**config.mk**
```make
export PLATFORM = sky130hd
export DESIGN_NAME = uart_rx_fifo
export DESIGN_NICKNAME = d
export VERILOG_FILES = /design/src/rtl/uart_pkg.sv /design/src/rtl/sync_fifo.sv /design/src/rtl/uart_rx_fifo.sv
export SDC_FILE = /design/constraint.sdc
export NUM_CORES = 1
export LEC_CHECK = 0
export CAP_MARGIN = 15
export CORE_MARGIN = 2
export CORE_UTILIZATION = 40
export DETAILED_ROUTE_END_ITERATION = 8
export HOLD_SLACK_MARGIN = 0.15
export PLACE_DENSITY = 0.69
export SLEW_MARGIN = 10
export SYNTH_ARGS = -nofsm -noshare
export SYNTH_HDL_FRONTEND = slang
export SYNTH_HIERARCHICAL = 1
export SYNTH_SLANG_ARGS = --single-unit
```
**constraint.sdc**
```tcl
create_clock -name clk -period 2.6 [get_ports clk]
set_input_delay 0.52 -clock clk [delete_from_list [all_inputs] [get_ports clk]]
set_output_delay 0.52 -clock clk [all_outputs]
set_load 0.005 [all_outputs]
```
**src/rtl/uart_pkg.sv**
```systemverilog
// Shared UART definitions: data width, receive-side FSM states and the bit
// positions of the {frame, parity} error flags.
package uart_pkg;

    localparam int UART_DATA_W = 9;

    typedef enum logic [1:0] {
        IDLE    = 2'd0,
        CAPTURE = 2'd1,
        ACK     = 2'd2
    } rx_state_t;

    localparam int ERR_FRAME_BIT  = 1;
    localparam int ERR_PARITY_BIT = 0;

endpackage

```
**src/rtl/sync_fifo.sv**
```systemverilog
// Single-clock first-word fall-through FIFO. The head is forced to zero while
// empty so the read port has a defined value without resetting storage.
module sync_fifo #(
    parameter int WIDTH      = 9,
    parameter int DEPTH_LOG2 = 4
) (
    input  logic                  clk,
    input  logic                  rst,
    input  logic                  push,
    input  logic [WIDTH-1:0]      push_data,
    input  logic                  pop,
    output logic [WIDTH-1:0]      pop_data,
    output logic                  empty,
    output logic                  full,
    output logic [DEPTH_LOG2:0]   count
);

    localparam int DEPTH = 1 << DEPTH_LOG2;
    localparam logic [DEPTH_LOG2:0] FULL_CNT = {1'b1, {DEPTH_LOG2{1'b0}}};

    logic [WIDTH-1:0]      mem [DEPTH];
    logic [DEPTH_LOG2-1:0] wr_ptr;
    logic [DEPTH_LOG2-1:0] rd_ptr;
    logic                  do_push;
    logic                  do_pop;

    assign empty = (count == '0);
    assign full  = (count == FULL_CNT);

    // A pop frees the slot the same push needs, so a full FIFO still accepts it.
    assign do_pop  = pop && !empty;
    assign do_push = push && (!full || do_pop);

    always_ff @(posedge clk) begin
        if (do_push) begin
            mem[wr_ptr] <= push_data;
        end
    end

    always_ff @(posedge clk or posedge rst) begin
        if (rst) begin
            wr_ptr <= '0;
            rd_ptr <= '0;
            count  <= '0;
        end else begin
            if (do_push) begin
                wr_ptr <= wr_ptr + DEPTH_LOG2'(1);
            end
            if (do_pop) begin
                rd_ptr <= rd_ptr + DEPTH_LOG2'(1);
            end
            case ({do_push, do_pop})
                2'b10:   count <= count + (DEPTH_LOG2+1)'(1);
                2'b01:   count <= count - (DEPTH_LOG2+1)'(1);
                default: count <= count;
            endcase
        end
    end

    assign pop_data = empty ? '0 : mem[rd_ptr];

endmodule

```
**src/rtl/uart_rx_fifo.sv**
```systemverilog
// Drains uart_rx through its charreceived/rd handshake into a host-side FIFO.
// Define UART_RX_FIFO_ERRFLAG_EN to store frame/parity flags with each entry.
module uart_rx_fifo
    import uart_pkg::*;
#(
    parameter int DEPTH_LOG2 = 4,
    parameter int WIDTH      = UART_DATA_W
) (
    input  logic                  clk,
    input  logic                  rst,
    input  logic [WIDTH-1:0]      rx_data,
    input  logic                  rx_charreceived,
    input  logic                  rx_frameerror,
    input  logic                  rx_parityerror,
    output logic                  rx_rd,
    output logic [WIDTH-1:0]      data_out,
    output logic [1:0]            data_err,
    input  logic                  rd,
    output logic                  empty,
    output logic                  full,
    output logic [DEPTH_LOG2:0]   count,
    output logic                  overrun,
    input  logic                  clr_ovr
);

`ifdef UART_RX_FIFO_ERRFLAG_EN
    localparam int ENTRY_W = WIDTH + 2;
`else
    localparam int ENTRY_W = WIDTH;
`endif

    rx_state_t          state;
    rx_state_t          next_state;
    logic               cs1;
    logic               cs2;
    logic               ack_hold;
    logic               cap_push;
    logic               drop;
    logic [ENTRY_W-1:0] push_entry;
    logic [ENTRY_W-1:0] head_entry;

    // charreceived comes from a possibly divided clock domain.
    always_ff @(posedge clk or posedge rst) begin
        if (rst) begin
            cs1 <= 1'b0;
            cs2 <= 1'b0;
        end else begin
            cs1 <= rx_charreceived;
            cs2 <= cs1;
        end
    end

    always_ff @(posedge clk or posedge rst) begin
        if (rst) begin
            state    <= IDLE;
            ack_hold <= 1'b0;
        end else begin
            state    <= next_state;
            ack_hold <= (state == ACK);
        end
    end

    // ack_hold keeps rd up for at least two cycles even if cs2 fell early.
    always_comb begin
        next_state = state;
        case (state)
            IDLE:    if (cs2) next_state = CAPTURE;
            CAPTURE: next_state = ACK;
            ACK:     if (ack_hold && !cs2) next_state = IDLE;
            default: next_state = IDLE;
        endcase
    end

    always_comb begin
        cap_push = 1'b0;
        rx_rd    = 1'b0;
        case (state)
            CAPTURE: cap_push = 1'b1;
            ACK:     rx_rd    = 1'b1;
            default: ;
        endcase
    end

    // A character is lost only when full and the host is not popping this cycle.
    assign drop = cap_push && full && !rd;

    always_ff @(posedge clk or posedge rst) begin
        if (rst) begin
            overrun <= 1'b0;
        end else if (drop) begin
            overrun <= 1'b1;
        end else if (clr_ovr) begin
            overrun <= 1'b0;
        end
    end

`ifdef UART_RX_FIFO_ERRFLAG_EN
    always_comb begin
        push_entry                         = {2'b00, rx_data};
        push_entry[WIDTH + ERR_FRAME_BIT]  = rx_frameerror;
        push_entry[WIDTH + ERR_PARITY_BIT] = rx_parityerror;
    end

    assign data_out = head_entry[WIDTH-1:0];
    assign data_err = head_entry[WIDTH+1:WIDTH];
`else
    logic unused_err;

    assign unused_err = rx_frameerror ^ rx_parityerror;
    assign push_entry = rx_data;
    assign data_out   = head_entry;
    assign data_err   = 2'b00;
`endif

    sync_fifo #(
        .WIDTH      (ENTRY_W),
        .DEPTH_LOG2 (DEPTH_LOG2)
    ) u_fifo (
        .clk       (clk),
        .rst       (rst),
        .push      (cap_push),
        .push_data (push_entry),
        .pop       (rd),
        .pop_data  (head_entry),
        .empty     (empty),
        .full      (full),
        .count     (count)
    );

endmodule
```
Word-level counts from Yosys, hierarchy flattened
Memories as Yosys holds them, arrays and structs flattened.
Index checks and enable logic that the tools add are counted.
{"block": "totals", "regBits": 19, "ram_bits": 144, "input_bits": 16, "memories": 1}
{"name": "u_fifo.mem", "depth": 16, "word_bits": 9, "read_ports": 1, "rd_ports_with_merged_regs": 0, "write_ports": 1, "line": "sync_fifo.sv:21", "source": "logic [WIDTH-1:0] mem [DEPTH];"}
{"block": "classes", "addsub": 4, "eq_ne": 7, "mux": 11, "reduce_logical": 15}
{"op": "case mux 5 bit (2 select lines)", "n": 1}
{"op": "two-way mux 9 bit", "n": 1}
{"op": "adder 4 x 1 -> 4 bit, second input constant", "n": 2}
{"op": "two-way mux 1 bit", "n": 6}
{"op": "case mux 2 bit (3 select lines)", "n": 1}
{"op": "adder 5 x 1 -> 5 bit, second input constant", "n": 1}
{"op": "equality test 5 bit, second input constant", "n": 1}
{"op": "logical AND 1 bit", "n": 5}
{"op": "zero test 5 bit", "n": 1}
{"op": "subtractor 5 x 1 -> 5 bit, second input constant", "n": 1}
{"op": "equality test 2 x 1 -> 1 bit, second input constant", "n": 2}
{"op": "equality test 2 bit, second input constant", "n": 2}
{"op": "zero test 1 bit", "n": 4}
{"op": "two-way mux 2 bit", "n": 2}
{"op": "nonzero test 2 bit", "n": 2}
{"op": "zero test 2 bit", "n": 1}
{"op": "inequality test 2 x 1 -> 1 bit, second input constant", "n": 1}
{"op": "inequality test 2 bit, second input constant", "n": 1}
{"op": "AND reduction 2 bit", "n": 1}
{"op": "logical OR 1 bit", "n": 1}

Logic depth before layout (Yosys ltp)
{"block": "logic_depth", "ltp_word": 7, "mapped_depth": 10}

Cells and area by module
The synthesis kept the hierarchy.
{"module": "sync_fifo", "instances": 1, "cells_per_inst": 331, "area_each_um2": 6428.7, "seq_area_each_um2": 4649.5}
{"module": "uart_rx_fifo", "instances": 1, "cells_per_inst": 18, "area_each_um2": 232.7, "seq_area_each_um2": 150.1}

Least setup slack after synthesis
Ideal clock, no wire load.
{"block": "synth_path", "path_type": "reg2reg", "start": "register u_fifo.count[0]", "end": "register u_fifo.count[3]", "arrival_ns": 2.388, "t_required_ns": 2.472, "path_slack_ns": 0.084, "path_stages_with_launch": 11, "n_path_buf": 1, "period_less_slack_ns": 2.516, "cell_sequence": "dfrtp_1 -> or4_1 -> buf_2 -> o21ai_4 -> or2_2 -> inv_1 -> ha_1 -> a21o_1 -> a21oi_1 -> xnor2_1 -> mux2_1"}
{"block": "synth_between", "elab_chain_cells": 7, "word_cells_on_any_way": 13}
{"element": "start, declared", "line": "sync_fifo.sv:15", "source": "output logic [DEPTH_LOG2:0] count"}
{"element": "start signal, assigned", "line": "sync_fifo.sv:53", "source": "2'b10: count <= count + (DEPTH_LOG2+1)'(1);"}
{"element": "start signal, assigned", "line": "sync_fifo.sv:54", "source": "2'b01: count <= count - (DEPTH_LOG2+1)'(1);"}
{"element": "start signal, assigned", "line": "sync_fifo.sv:55", "source": "default: count <= count;"}
{"element": "zero test 5 bit", "line": "sync_fifo.sv:27", "source": "assign empty = (count == '0);"}
{"element": "zero test 1 bit", "line": "sync_fifo.sv:31", "source": "assign do_pop = pop && !empty;"}
{"element": "logical AND 1 bit", "line": "sync_fifo.sv:31"}
{"element": "logical OR 1 bit", "line": "sync_fifo.sv:32", "source": "assign do_push = push && (!full || do_pop);"}
{"element": "logical AND 1 bit", "line": "sync_fifo.sv:32"}
{"element": "equality test 2 x 1 -> 1 bit or equality test 2 bit (tied branches)", "line": "sync_fifo.sv:52", "source": "case ({do_push, do_pop})"}
{"element": "case mux 5 bit (2 select lines) or nonzero test 2 bit (tied branches)"}
Several ways; a longest one is shown, not always the timed one.
A chain may end at the register's enable or synchronous reset.

Worst setup path after layout
{"block": "layout_path", "start": "register u_fifo.rd_ptr[1]", "end": "output data_out[0]"}
{"block": "layout_between", "elab_chain_cells": 2}
{"element": "start, declared", "line": "sync_fifo.sv:23", "source": "logic [DEPTH_LOG2-1:0] rd_ptr;"}
{"element": "start signal, assigned", "line": "sync_fifo.sv:50", "source": "rd_ptr <= rd_ptr + DEPTH_LOG2'(1);"}
{"element": "memory read (16 x 9 bit)"}
{"element": "two-way mux 9 bit", "line": "sync_fifo.sv:60", "source": "assign pop_data = empty ? '0 : mem[rd_ptr];"}
{"element": "end, declared", "line": "uart_rx_fifo.sv:16", "source": "output logic [WIDTH-1:0] data_out,"}
Every way passes these cells.

==> qor.csv <==
metric,value,unit
status,"complete, but fails checks",
violations,setup timing,
synth_top_family_by_area,multiplexers,
clock_path_buffers,2,
finalHoldViolCount,0,
grt_max_degree,21,
grt_antenna_before_repair,2,
dpl_cell_area,0.00772,sq mm
dp_cells,636,
nets,468,
hpwlAfterDp,8700,microns
drtAntennaViolNets,0,
syn-mean-instance-area,19.1,sq um
postCtsHoldBufs,0,
synth_xor_area_frac,0.0118,
required,2080,ps
drt-wirelength-per-cell,19.5,microns
rows,47,
synthMuxAreaShare,0.142,
clk_latency,420,ps
start_util,0.406,
syn_area,0.00666,sq mm
port_buffers,31,
min_period_over_period,1.05,
yosysWarningCount,6,
fin_cells,676,
area_growth,27.9,%
final_common_cell,edfxtp_1,
synth_adder_area_share,0.0180,
cts_buffers,17,
p_total,9.11,mW
final_cell_mix,"edfxtp_1 (144), buf_4 (45), mux4_2 (36)",
path_cells,buf_12 -> mux4_2 -> nor2b_1 -> a211oi_2 -> a211oi_2 -> clkdlybuf4s15_2,
routed_via_density,5.20,
multiInputGateArea,0.00195,sq mm
grt_pass1_wl,20900,microns
ys_seq_area_frac,0.721,
worst_ep_arrival_time,2200,ps
track_usage,0.159,
synth_cell_types,42,
die_w,133,microns
stdcell_area,0.00852,sq mm
firstDrtPassIters,4,
end_kind,output pin,
cp-start-kind,register,
drive_gt1_frac,0.391,
die_h,133,microns
rsz0062_at_grt,yes,
synth_compound_area_frac,0.0398,
cp_slowest_stage_delay,480,ps
skew,6.59,ps
pin_count,36,
drt-initial-drc-count,290,
synth-simple-area-share,0.0462,
ff_latch_area,0.00480,sq mm
timing_worst_setup_path_type,register to output pin,
syn_inst,349,
setup_ws,-119,ps
vias,3515,
fmax,0.368,GHz
overflow,0,
core_area,0.0164,sq mm
cp_common_cell,a211oi_2,
power_per_cell_area,1070,mW/mm^2
path_clk_slew,60,ps
cts_tree,built,
drv_cap,0,
htreeDepth,4,
peakVddDrop,0.464,mV
drv_slew,0,
path_max_fanout,5,
place_ws,-131,ps
max-slew-margin-rel,0.594,
cp_slowest_cell,mux4_2,
wl,13200,microns
place_congestion,0.754,
max_slew.worst_pin.slew,609,ps
rr_worst_depth,10,
grt_pass1_vias,3855,
setup_viol,9,
hold_path_class,input pin to async pin,
numClockSinks,163,
power.leakage,2.96,nW
die_area,0.0177,sq mm
root_buffer,clkbuf_16,
period_minus_slack,2720,ps
drc,0,
ys_ff_latch,163,
nFillCells,1285,
fin_tns_setup,-640,ps
-- where the power goes --
group / total, mW / switching (mW) / internal [mW]
Clock: 2.27 / 0.959 / 1.31
Sequential: 3.30 / 0.214 / 3.09
Combinational: 3.55 / 1.60 / 1.94
Total: 9.11 / 2.78 / 6.34
-- registers in the layout, indices dropped and copies added (netlist names) --
| signal | flops |
|---|---|
| u_fifo/count | 5 |
| state | 2 |
| u_fifo/rd_ptr | 4 |
| u_fifo/wr_ptr | 4 |
| u_fifo/mem | 144 |
| cs2 | 1 |
| ack_hold | 1 |
| cs1 | 1 |
| overrun | 1 |
-- area by class of cell --
type                            instances  share of cell area
Clock buffer                           18              0.0504
Timing Repair Buffer                   92               0.105
Inverter                               14             0.00617
Clock inverter                         13              0.0129
Sequential cell                       163               0.564
Multi-Input combinational cell        155               0.229
Antenna cell                            1            0.000294
Tap cell                              220              0.0323
-- worst max-delay path, delay by kind of cell, from the launching register on --
family                 cells  cell delay, ps
DFF                        1             460
and+or+nand+nor            1             160
AOI/OAI and AO/OA          2             310
muxes                      1             480
buffers and inverters      2             370
-- what timing repair did --
item	CTS	global route
setup buffers	8	2
setup endpoints to repair	11	11
pin swaps	20	10
resized for setup	71	19
cloned	1	0
-- per-layer routing --
metal  share of wire  GRT usage  vias up  wire (microns)
li1                -          -     1578               -
met1            0.41      0.191     1855            5400
met2            0.54      0.283       64            7170
met3           0.033     0.0418       16             436
met4           0.012     0.0484        2             163
met5          0.0012          0        -              16
-- per-stage QoR --
step | util | hold WS [ps]
3_3_place_gp | 0.471 | 334
5_1_grt | 0.519 | 367
3_5_place_dp | 0.471 | 343
2_1_floorplan | - | 311
6_report | 0.519 | 338
4_1_cts | 0.516 | 329
-- cells by family after synthesis --
family          after synthesis
flops                       163
simple gates                 52
mux                          49
compound gates               34
buf+inv                      32
fa+ha+maj                     9
xor+xnor                      9
other cells                   1
-- Yosys cell counts (all sizes together) --
cell     count  share of area
a2111oi      1         0.0013
a211oi      20          0.023
a21bo        1         0.0015
a21boi       1         0.0011
a21o         3         0.0034
a21oi        2         0.0015
a32o         1         0.0015
and2         5         0.0047
and2b        1         0.0011
and3         4         0.0038
buf         13          0.011
clkbuf       5         0.0028
conb         1        0.00056
dfrtp       19          0.071
edfxtp     144           0.65
fa           1         0.0030
ha           8          0.015
inv         14         0.0079
mux2         3         0.0051
mux2i       10          0.015
mux4        36           0.12
nand2        2         0.0011
nand2b       2         0.0019
nand3        3         0.0023
nand3b       3         0.0034
nand4        1        0.00094
nor2        10         0.0056
nor2b       11          0.011
nor3b        2         0.0023
nor4         5         0.0047
o211ai       2         0.0030
o21ai        3         0.0039
or2          1        0.00094
or3          1        0.00094
or4          1         0.0011
xnor2        7         0.0092
xor2         2         0.0026
-- path summary, 6_finish.rpt --
kind | startpoint | endpoint | slack, ps
setup / recovery | u_fifo/rd_ptr[1] | data_out[0] | -120
hold / removal | rst | cs2 | 340
hold reg to reg | cs1 | cs2 | 350
max in group asynchronous | rst | u_fifo/rd_ptr[0] | 1680
setup reg to reg | u_fifo/count[0] | u_fifo/count[3] | 70
min in group clk | cs1 | cs2 | 350
Note: power is estimated with default switching activity, not from simulation.
